`src/rtl/boot_seq_ctrl.sv`:
```
// -----------------------------------------------------------------------------
// boot_seq_ctrl
//   Brings the PLL up from the boot clock and switches the clock mux. The
//   sequence is: wait for the boot oscillator to settle, enable the PLL, wait
//   for lock (with a bounded number of retries), require lock to hold for a
//   guard window, then select the PLL clock. If lock is lost while running,
//   the mux falls back to the boot clock, a sticky LOST flag is raised, and
//   the block waits for lock again with the PLL still enabled.
//
// Ports
//   CLK       in   boot clock, the only clock
//   RST_N     in   asynchronous active-low reset
//   START     in   level request to bring up the PLL clock (CLK domain)
//   PLL_LOCK  in   PLL lock indicator, asynchronous, synchronized internally
//   PLL_EN    out  PLL enable
//   CLK_SEL   out  0 = boot clock, 1 = PLL clock
//   READY     out  PLL clock selected and stable (STATE == RUN)
//   FAIL      out  lock retries exhausted
//   LOST      out  sticky: lock dropped while in RUN
//   STATE     out  current state encoding
// -----------------------------------------------------------------------------
module boot_seq_ctrl #(
  parameter int OSC_SETTLE   = 16,    // 1..65535
  parameter int LOCK_TIMEOUT = 1024,  // 2..65535
  parameter int MAX_RETRY    = 3,     // 0..15
  parameter int SEL_GUARD    = 4      // 1..255
) (
  input  logic       CLK,
  input  logic       RST_N,
  input  logic       START,
  input  logic       PLL_LOCK,
  output logic       PLL_EN,
  output logic       CLK_SEL,
  output logic       READY,
  output logic       FAIL,
  output logic       LOST,
  output logic [2:0] STATE
);

  typedef enum logic [2:0] {
    S_IDLE      = 3'd0,
    S_SETTLE    = 3'd1,
    S_LOCK_WAIT = 3'd2,
    S_GUARD     = 3'd3,
    S_RUN       = 3'd4,
    S_RETRY     = 3'd5,
    S_FAIL      = 3'd6
  } state_e;

  // The counter is cleared on entry to each timed state, so a phase that
  // lasts N cycles ends on the cycle where the counter reads N-1.
  localparam logic [15:0] SETTLE_LAST  = 16'(OSC_SETTLE - 1);
  localparam logic [15:0] TIMEOUT_LAST = 16'(LOCK_TIMEOUT - 1);
  localparam logic [15:0] GUARD_LAST   = 16'(SEL_GUARD - 1);
  localparam logic [3:0]  RETRY_LIMIT  = 4'(MAX_RETRY);

  state_e      state_q, state_d;
  logic [15:0] cnt_q, cnt_d, cnt_inc;
  logic [3:0]  retry_q, retry_d;
  logic [1:0]  sync_q;        // sync_q[0] samples PLL_LOCK, sync_q[1] is lock_s
  logic        start_prev_q;  // START one cycle ago, for rising-edge detect
  logic        pll_en_q, pll_en_d;
  logic        clk_sel_q, clk_sel_d;
  logic        ready_q, ready_d;
  logic        fail_q, fail_d;
  logic        lost_q, lost_d;
  logic        lock_s;
  logic        start_rise;

  assign lock_s     = sync_q[1];
  assign start_rise = START & ~start_prev_q;

  // Saturating increment: the counter parks at all-ones instead of wrapping.
  assign cnt_inc = (cnt_q == 16'hFFFF) ? cnt_q : cnt_q + 16'd1;

  always_comb begin
    state_d = state_q;
    cnt_d   = cnt_inc;
    retry_d = retry_q;
    lost_d  = lost_q;

    if (start_rise) lost_d = 1'b0;

    // START low beats every other transition, including a timeout or a lock
    // event in the same cycle.
    if (!START) begin
      state_d = S_IDLE;
      cnt_d   = '0;
      retry_d = '0;
    end else begin
      case (state_q)
        S_IDLE: begin
          state_d = S_SETTLE;
          cnt_d   = '0;
          retry_d = '0;
        end
        // SETTLE and RETRY are the same timed wait with PLL_EN low; they
        // differ only in how they were entered.
        S_SETTLE, S_RETRY: begin
          if (cnt_q >= SETTLE_LAST) begin
            state_d = S_LOCK_WAIT;
            cnt_d   = '0;
          end
        end
        S_LOCK_WAIT: begin
          if (lock_s) begin
            state_d = S_GUARD;
            cnt_d   = '0;
          end else if (cnt_q >= TIMEOUT_LAST) begin
            cnt_d = '0;
            if (retry_q < RETRY_LIMIT) begin
              state_d = S_RETRY;
              retry_d = retry_q + 4'd1;
            end else begin
              state_d = S_FAIL;
            end
          end
        end
        // Entered with lock_s already high; every GUARD cycle must also see
        // it high, otherwise restart the lock wait without charging a retry.
        S_GUARD: begin
          if (!lock_s) begin
            state_d = S_LOCK_WAIT;
            cnt_d   = '0;
          end else if (cnt_q >= GUARD_LAST) begin
            state_d = S_RUN;
            cnt_d   = '0;
          end
        end
        S_RUN: begin
          cnt_d = '0;
          if (!lock_s) begin
            state_d = S_LOCK_WAIT;
            retry_d = '0;
            lost_d  = 1'b1;
          end
        end
        S_FAIL: begin
          cnt_d = '0;
        end
        default: begin
          // Unused encoding 7 recovers to IDLE.
          state_d = S_IDLE;
          cnt_d   = '0;
          retry_d = '0;
        end
      endcase
    end

    // Outputs are functions of the next state so they change on the same
    // edge as STATE. CLK_SEL implies PLL_EN because RUN is in the enable set.
    pll_en_d  = (state_d == S_LOCK_WAIT) || (state_d == S_GUARD) ||
                (state_d == S_RUN);
    clk_sel_d = (state_d == S_RUN);
    ready_d   = (state_d == S_RUN);
    fail_d    = (state_d == S_FAIL);
  end

  always_ff @(posedge CLK or negedge RST_N) begin
    if (!RST_N) begin
      state_q      <= S_IDLE;
      cnt_q        <= '0;
      retry_q      <= '0;
      sync_q       <= '0;
      start_prev_q <= 1'b0;
      pll_en_q     <= 1'b0;
      clk_sel_q    <= 1'b0;
      ready_q      <= 1'b0;
      fail_q       <= 1'b0;
      lost_q       <= 1'b0;
    end else begin
      state_q      <= state_d;
      cnt_q        <= cnt_d;
      retry_q      <= retry_d;
      sync_q       <= {sync_q[0], PLL_LOCK};
      start_prev_q <= START;
      pll_en_q     <= pll_en_d;
      clk_sel_q    <= clk_sel_d;
      ready_q      <= ready_d;
      fail_q       <= fail_d;
      lost_q       <= lost_d;
    end
  end

  assign PLL_EN  = pll_en_q;
  assign CLK_SEL = clk_sel_q;
  assign READY   = ready_q;
  assign FAIL    = fail_q;
  assign LOST    = lost_q;
  assign STATE   = state_q;

endmodule

```
`config.mk`:
```
export PLATFORM = sky130hd
export DESIGN_NAME = boot_seq_ctrl
export DESIGN_NICKNAME = d
export VERILOG_FILES = /design/src/rtl/boot_seq_ctrl.sv
export SDC_FILE = /design/constraint.sdc
export NUM_CORES = 1
export LEC_CHECK = 0
export CORE_MARGIN = 2
export CORE_UTILIZATION = 30
export CTS_CLUSTER_SIZE = 30
export DETAILED_ROUTE_END_ITERATION = 10
export PLACE_DENSITY = 0.46
export SLEW_MARGIN = 20
export SYNTH_ARGS = -nofsm -noshare
export SYNTH_HDL_FRONTEND = slang
export SYNTH_SLANG_ARGS = --single-unit
export TNS_END_PERCENT = 5
```
`constraint.sdc`:
```
create_clock -name CLK -period 2 [get_ports CLK]
set_input_delay 0.4 -clock CLK [delete_from_list [all_inputs] [get_ports CLK]]
set_output_delay 0.4 -clock CLK [all_outputs]
set_load 0.05 [all_outputs]
```
# Word-level counts from Yosys, hierarchy flattened

Cells that the tools add are included.

Flip-flop bits (word level): 30
Latch bits: 0
Bits in writable memories: 0
Bits in read-only memories: 0
Output and inout port bits: 8
Word-level logic and storage cells: 66
Memories: 0

Add/subtract/negate cells: 2
Multipliers: 0
Divide/modulo/power cells: 0
$lt $le $gt $ge: 4
Equal/unequal tests: 16
Shifts and indexed selects: 0
Mux-type cells: 27
Bitwise gates (word level): 2
Reductions and logical operators: 6

Operators with widths:

| cell                                                                | count |
|---|---|
| two-way mux 16 bit                                                  | 7 |
| one-hot mux 16 bit (3 select lines)                                 | 1 |
| two-way mux 3 bit                                                   | 7 |
| two-way mux 4 bit                                                   | 5 |
| one-hot mux 3 bit (6 select lines)                                  | 1 |
| adder 16 x 1 -> 16 bit, second input constant                       | 1 |
| equality test 16 bit, second input constant                         | 1 |
| greater-or-equal comparator 16 x 10 -> 1 bit, second input constant | 1 |
| greater-or-equal comparator 16 x 2 -> 1 bit, second input constant  | 1 |
| greater-or-equal comparator 16 x 4 -> 1 bit, second input constant  | 1 |
| equality test 3 bit, second input constant                          | 5 |
| equality test 3 x 2 -> 1 bit, second input constant                 | 4 |
| != test 3 bit, second input constant                                | 4 |
| one-hot mux 4 bit (3 select lines)                                  | 1 |
| AND reduction 5 bit                                                 | 1 |
| adder 4 x 1 -> 4 bit, second input constant                         | 1 |
| less-than comparator 4 x 2 -> 1 bit, second input constant          | 1 |
| two-way mux 1 bit                                                   | 4 |
| OR reduction 4 bit                                                  | 1 |
| equality test 3 x 1 -> 1 bit, second input constant                 | 1 |
| zero test 3 bit                                                     | 1 |
| logical OR 1 bit                                                    | 2 |
| two-way mux 2 bit                                                   | 1 |
| != test 2 bit, second input constant                                | 1 |
| other kinds (3)                                                     | 3 |

# Logic depth before layout (Yosys ltp)

Word-level depth: 9
Depth in mapped cells: 8

# Worst setup path after synthesis

Ideal clock, no wire load.

Path type: reg2reg
Start point: reg state_q[0] (netlist: STATE[0])
End point: reg cnt_q[2]
Library setup time: 89 ps
Arrival: 1,966 ps
Data required time: 1,911 ps
Path slack: -54 ps
Stages on the path, launching flop included: 7
Clock period less this slack: 2,054 ps
Cell sequence: dfrtp_1 -> clkbuf_1 -> nor2b_1 -> nand2_1 -> a21oi_1 -> o221ai_1 -> nor3_1

Longest elaborated chain between the ends: 4

Ends and longest elaborated chain:

| item                                                                | line | text |
|---|---|---|
| start, declared                                                     | 57   | `state_e state_q, state_d;` |
| start signal, assigned                                              | 172  | `state_q <= state_d;` |
| equality test 3 x 1 -> 1 bit or equality test 3 bit (tied branches) | 91   | `case (state_q)` |
| OR reduction 2 bit                                                  | 91   |  |
| one-hot mux 16 bit (3 select lines) (*)                             | 91   |  |
| two-way mux 16 bit (*)                                              | 86   | `if (!START) begin` |
| named net cnt_d[2]                                                  | 58   | `logic [15:0] cnt_q, cnt_d, cnt_inc;` |
| end signal, assigned                                                | 173  | `cnt_q <= cnt_d;` |
| end, declared                                                       | 58   |  |

The timed path passes the listed nets; every way through them passes the cells marked *.
A chain may end at the register's enable or synchronous reset.

# Worst setup path after layout

Start point: reg cnt_q[14]
End point: reg fail_q (netlist: FAIL)

Longest elaborated chain between the ends: 6

Ends and longest elaborated chain:

| item                                                                                                        | line     | text |
|---|---|---|
| greater-or-equal comparator 16 x 2 -> 1 bit or greater-or-equal comparator 16 x 10 -> 1 bit (tied branches) | 125, 109 |  |
| two-way mux 3 bit, on equally long branches                                                                 | 125, 109 |  |
| two-way mux 3 bit, on equally long branches                                                                 | 122, 106 |  |
| one-hot mux 3 bit (6 select lines) (*)                                                                      | 91       |  |
| two-way mux 3 bit (*)                                                                                       | 86       |  |
| equality test 3 bit (*)                                                                                     | 156      | `fail_d = (state_d == S_FAIL);` |
| named net fail_d                                                                                            | 65       | `logic fail_q, fail_d;` |
| end signal, assigned                                                                                        | 180      | `fail_q <= fail_d;` |
| end, declared                                                                                               | 65       |  |

Marked as above.

==> reports/qor.csv <==
metric,value,unit
cells_on_worst_hold_path,0,
combinational_family_with_the_most_area_after_synthesis,simple AND/OR/NAND/NOR gates,
power-per-cell-area,691,nW/um^2
post_place_worst_slack,4.18,ps
critical_path_start_type,flop,
slowest_delay,400,ps
clkSinkCount,30,
drv_cap,0,
finalCriticalPeriod,1950,ps
slew_violations,0,
synth_area_in_compound_gates,0.0984,
yosys-top-cells-count,"sky130_fd_sc_hd__dfrtp_1 (30), sky130_fd_sc_hd__nor2_1 (27), sky130_fd_sc_hd__nand2_1 (12)",
grt_antenna_before_repair,0,
nFillCells,483,
footprint_of_the_flip_flops_and_latches,754,sq um
vdd_drop_max,0.219,mV
ys.warnings.count,0,
avgViaCountPerCell,4.89,
synth-edff-count,0,
die_w,73.5,um
post_synth_mux_area_share,0.0216,
tritoncts.num_buffers,5,
grt_setup_unrepaired,true,
start_util,0.309,
grt_pass1_vias,1200,
multiInputGateArea,699,sq um
worstPathCellList,nor4_4 > nand2_1 > or3_1 > a21oi_2 > or3b_4 > a21oi_1,
r2r_cells,6,
criticalPathCategory,reg -> reg,
achievable-frequency,0.512,GHz
worst_hold_startpoint,sync_q[0],
grt_max_degree,31,
synth_area_in_simple_gates,0.274,
cts_tree,built,
timing.hold.worst_endpoint,sync_q[1],
post_synth_inst_count,149,
synthToLayoutAreaGrowth,28.0,%
holdBufCountCts,0,
hold_path_class,reg -> reg,
synthDominantCellAreaShare,0.518,
layout-drive-gt1-share,0.193,
antenna_left,0,
ys.flop_type,sky130_fd_sc_hd__dfrtp_1,
crit_slowest_cell,sky130_fd_sc_hd__dfrtp_1,
finalNetCount,192,
grt_util_met1,0.162,
cellLeakagePower,0.808,nW
drt_iter0_drc,89,
final-setup-viol-count,0,
worstPathMaxFanout,3,
detail_route.drc_violations,0,
synth.yosys.seq_area_share,0.518,
vias,1179,
finish.cell_count_without_fillers,241,
post-dp-hpwl,2320,um
outcome,"complete, no violations",
postLayoutSetupSlackWorst,45.0,ps
core-area,4690,sq um
first_pass_grt_wire_length,5400,um
final_design_area_no_fill,1860,sq um
globalRouteMet3Util,0.0329,
overflow,0,
worst_skew_pair.late_latency,280,ps
numPortBuffers,11,
y_dimension_of_the_die,73.5,um
crit_reg_reg_endpoint,FAIL,
syn-mean-instance-area,9.73,sq um
timing.reg2reg.setup_slack,50,ps
finalCritPeriodShare,0.977,
cp.required,2200,ps
mappedNetlistArea,1450,sq um
report.power.total,1.28,mW
placed_cells,231,
gp_routability_congestion,0.829,
dpl_cell_area,1750,sq um
htreeDepth,2,
placement_rows,25,
avgRoutedWirePerCell,12.8,um
dieArea,5410,sq um
endpoint_class_of_the_critical_path,flop,
finalClockSkew,9.90,ps
yosys.area_share.adder,0.0173,
synth-seq-cells,30,
globalRouteTotalUtil,0.132,
synth.area.top_cells,"sky130_fd_sc_hd__dfrtp_1 (52%), sky130_fd_sc_hd__nor2_1 (7.0%), sky130_fd_sc_hd__xnor2_1 (4.2%)",
setup_tns,0,ps
clock_path_buffers,2,
crit-reg2reg-launch,cnt_q[14],
synth-xor-area-share,0.0483,
post-synth-top-area-cell,sky130_fd_sc_hd__dfrtp_1,
count_leader_synth,sky130_fd_sc_hd__dfrtp_1,
synth_async_sr_flop_share,1.00,
drt_wl_total,3070,um
clkTransAtPathRegs,60,ps
drt-pass1-iter-count,4,
timing_hold_violations_final,0,
grt_busiest_layer,met2,
crit_arrival,2160,ps
io-pin-count,12,
antenna-diode-count,0,
grt_use_met2,0.215,
synth_cell_types,38,
cts_root_buffer,sky130_fd_sc_hd__clkbuf_8,
layout make-up:
class,instances,share of cell area
flip-flops and latches,30,0.406
multi-input cells,117,0.377
repair buffers,30,0.133
clock buffers,8,0.0431
well taps,54,0.0364
inverters,2,0.00404
placed cells by master, fill, tap and decap left out, types with 2 or more instances in the layout:
cell and instances:
sky130_fd_sc_hd__clkbuf_8 5, sky130_fd_sc_hd__nor3b_1 2, sky130_fd_sc_hd__o21ai_0 3, sky130_fd_sc_hd__nand3_1 6
sky130_fd_sc_hd__nor3_1 6, sky130_fd_sc_hd__clkbuf_1 3, sky130_fd_sc_hd__dfrtp_2 3, sky130_fd_sc_hd__buf_4 21
sky130_fd_sc_hd__dfrtp_1 27, sky130_fd_sc_hd__or3_1 3, sky130_fd_sc_hd__mux2i_1 2, sky130_fd_sc_hd__xnor2_1 7
sky130_fd_sc_hd__clkdlybuf4s50_1 9, sky130_fd_sc_hd__nor4_1 4, sky130_fd_sc_hd__inv_1 2, sky130_fd_sc_hd__a21oi_1 6
sky130_fd_sc_hd__conb_1 6, sky130_fd_sc_hd__nand2b_1 2, sky130_fd_sc_hd__nor2_1 27, sky130_fd_sc_hd__nor2b_1 3
sky130_fd_sc_hd__and3_1 3, sky130_fd_sc_hd__nand4_1 4, sky130_fd_sc_hd__nand2_1 12
routing by layer:
layer,wire length (um),share of wire,vias to the layer above
li1,-,-,590
met1,1400,0.46,555
met2,1460,0.48,27
met3,144,0.047,7
met4,59,0.019,0
met5,0,0,-
power breakdown:
group	total, mW	leakage [nW]	internal [mW]	switching [mW]
sequential	0.653	0.391	0.628	0.0243
combinational	0.175	0.377	0.0706	0.105
clock	0.456	0.0395	0.246	0.209
worst max-delay path: cells and delay by family, from the launching register on:
| kind | cells | cell delay [ps] |
|---|---|---|
| AND/OR/NAND/NOR | 4 | 1190 |
| AO/OA/AOI/OAI | 2 | 290 |
| flip-flops | 1 | 400 |
sequential cells by signal (all words and copies together), names as in the netlist, 2 cells and up:
| register | flops |
|---|---|
| sync_q | 2 |
| cnt_q | 16 |
| retry_q | 4 |
| STATE | 3 |
metrics by stage:
| step | hold WS, ps | util |
|---|---|---|
| 4_1_cts | 352 | 0.391 |
| 6_report | 347 | 0.396 |
| 2_1_floorplan | 104 | - |
| 3_3_place_gp | 335 | 0.373 |
| 3_5_place_dp | 339 | 0.373 |
| 5_1_grt | 371 | 0.396 |
how the worst max path moves through the flow:
stage                     startpoint     end  slack [ps]  cells past startpoint
final                      cnt_q[14]    FAIL          50                      6
after floorplan             STATE[2]  PLL_EN          40                      8
after CTS                  cnt_q[13]  PLL_EN           4                      6
after global routing       cnt_q[14]  PLL_EN         -90                      6
after global placement     cnt_q[14]  PLL_EN          30                      6
after detailed placement   cnt_q[14]  PLL_EN           4                      6
repair_timing:
action,4_1_cts,5_1_grt
setup buffers,0,2
endpoints found under the setup margin,1,18
resized for setup,1,3
pin swaps,2,5
logic make-up (layout without fill, tap and decap cells):
kind of cell | count (synthesis) | in the layout
adder cells (fa/ha/maj) | 2 | 2
multiplexers | 3 | 3
AND/OR/NAND/NOR | 77 | 77
AO/OA/AOI/OAI | 21 | 21
flip-flops | 30 | 30
other | 1 | 6
buffers and inverters | 7 | 40
XOR/XNOR | 8 | 8
Note: power is estimated with default switching activity, not from simulation.
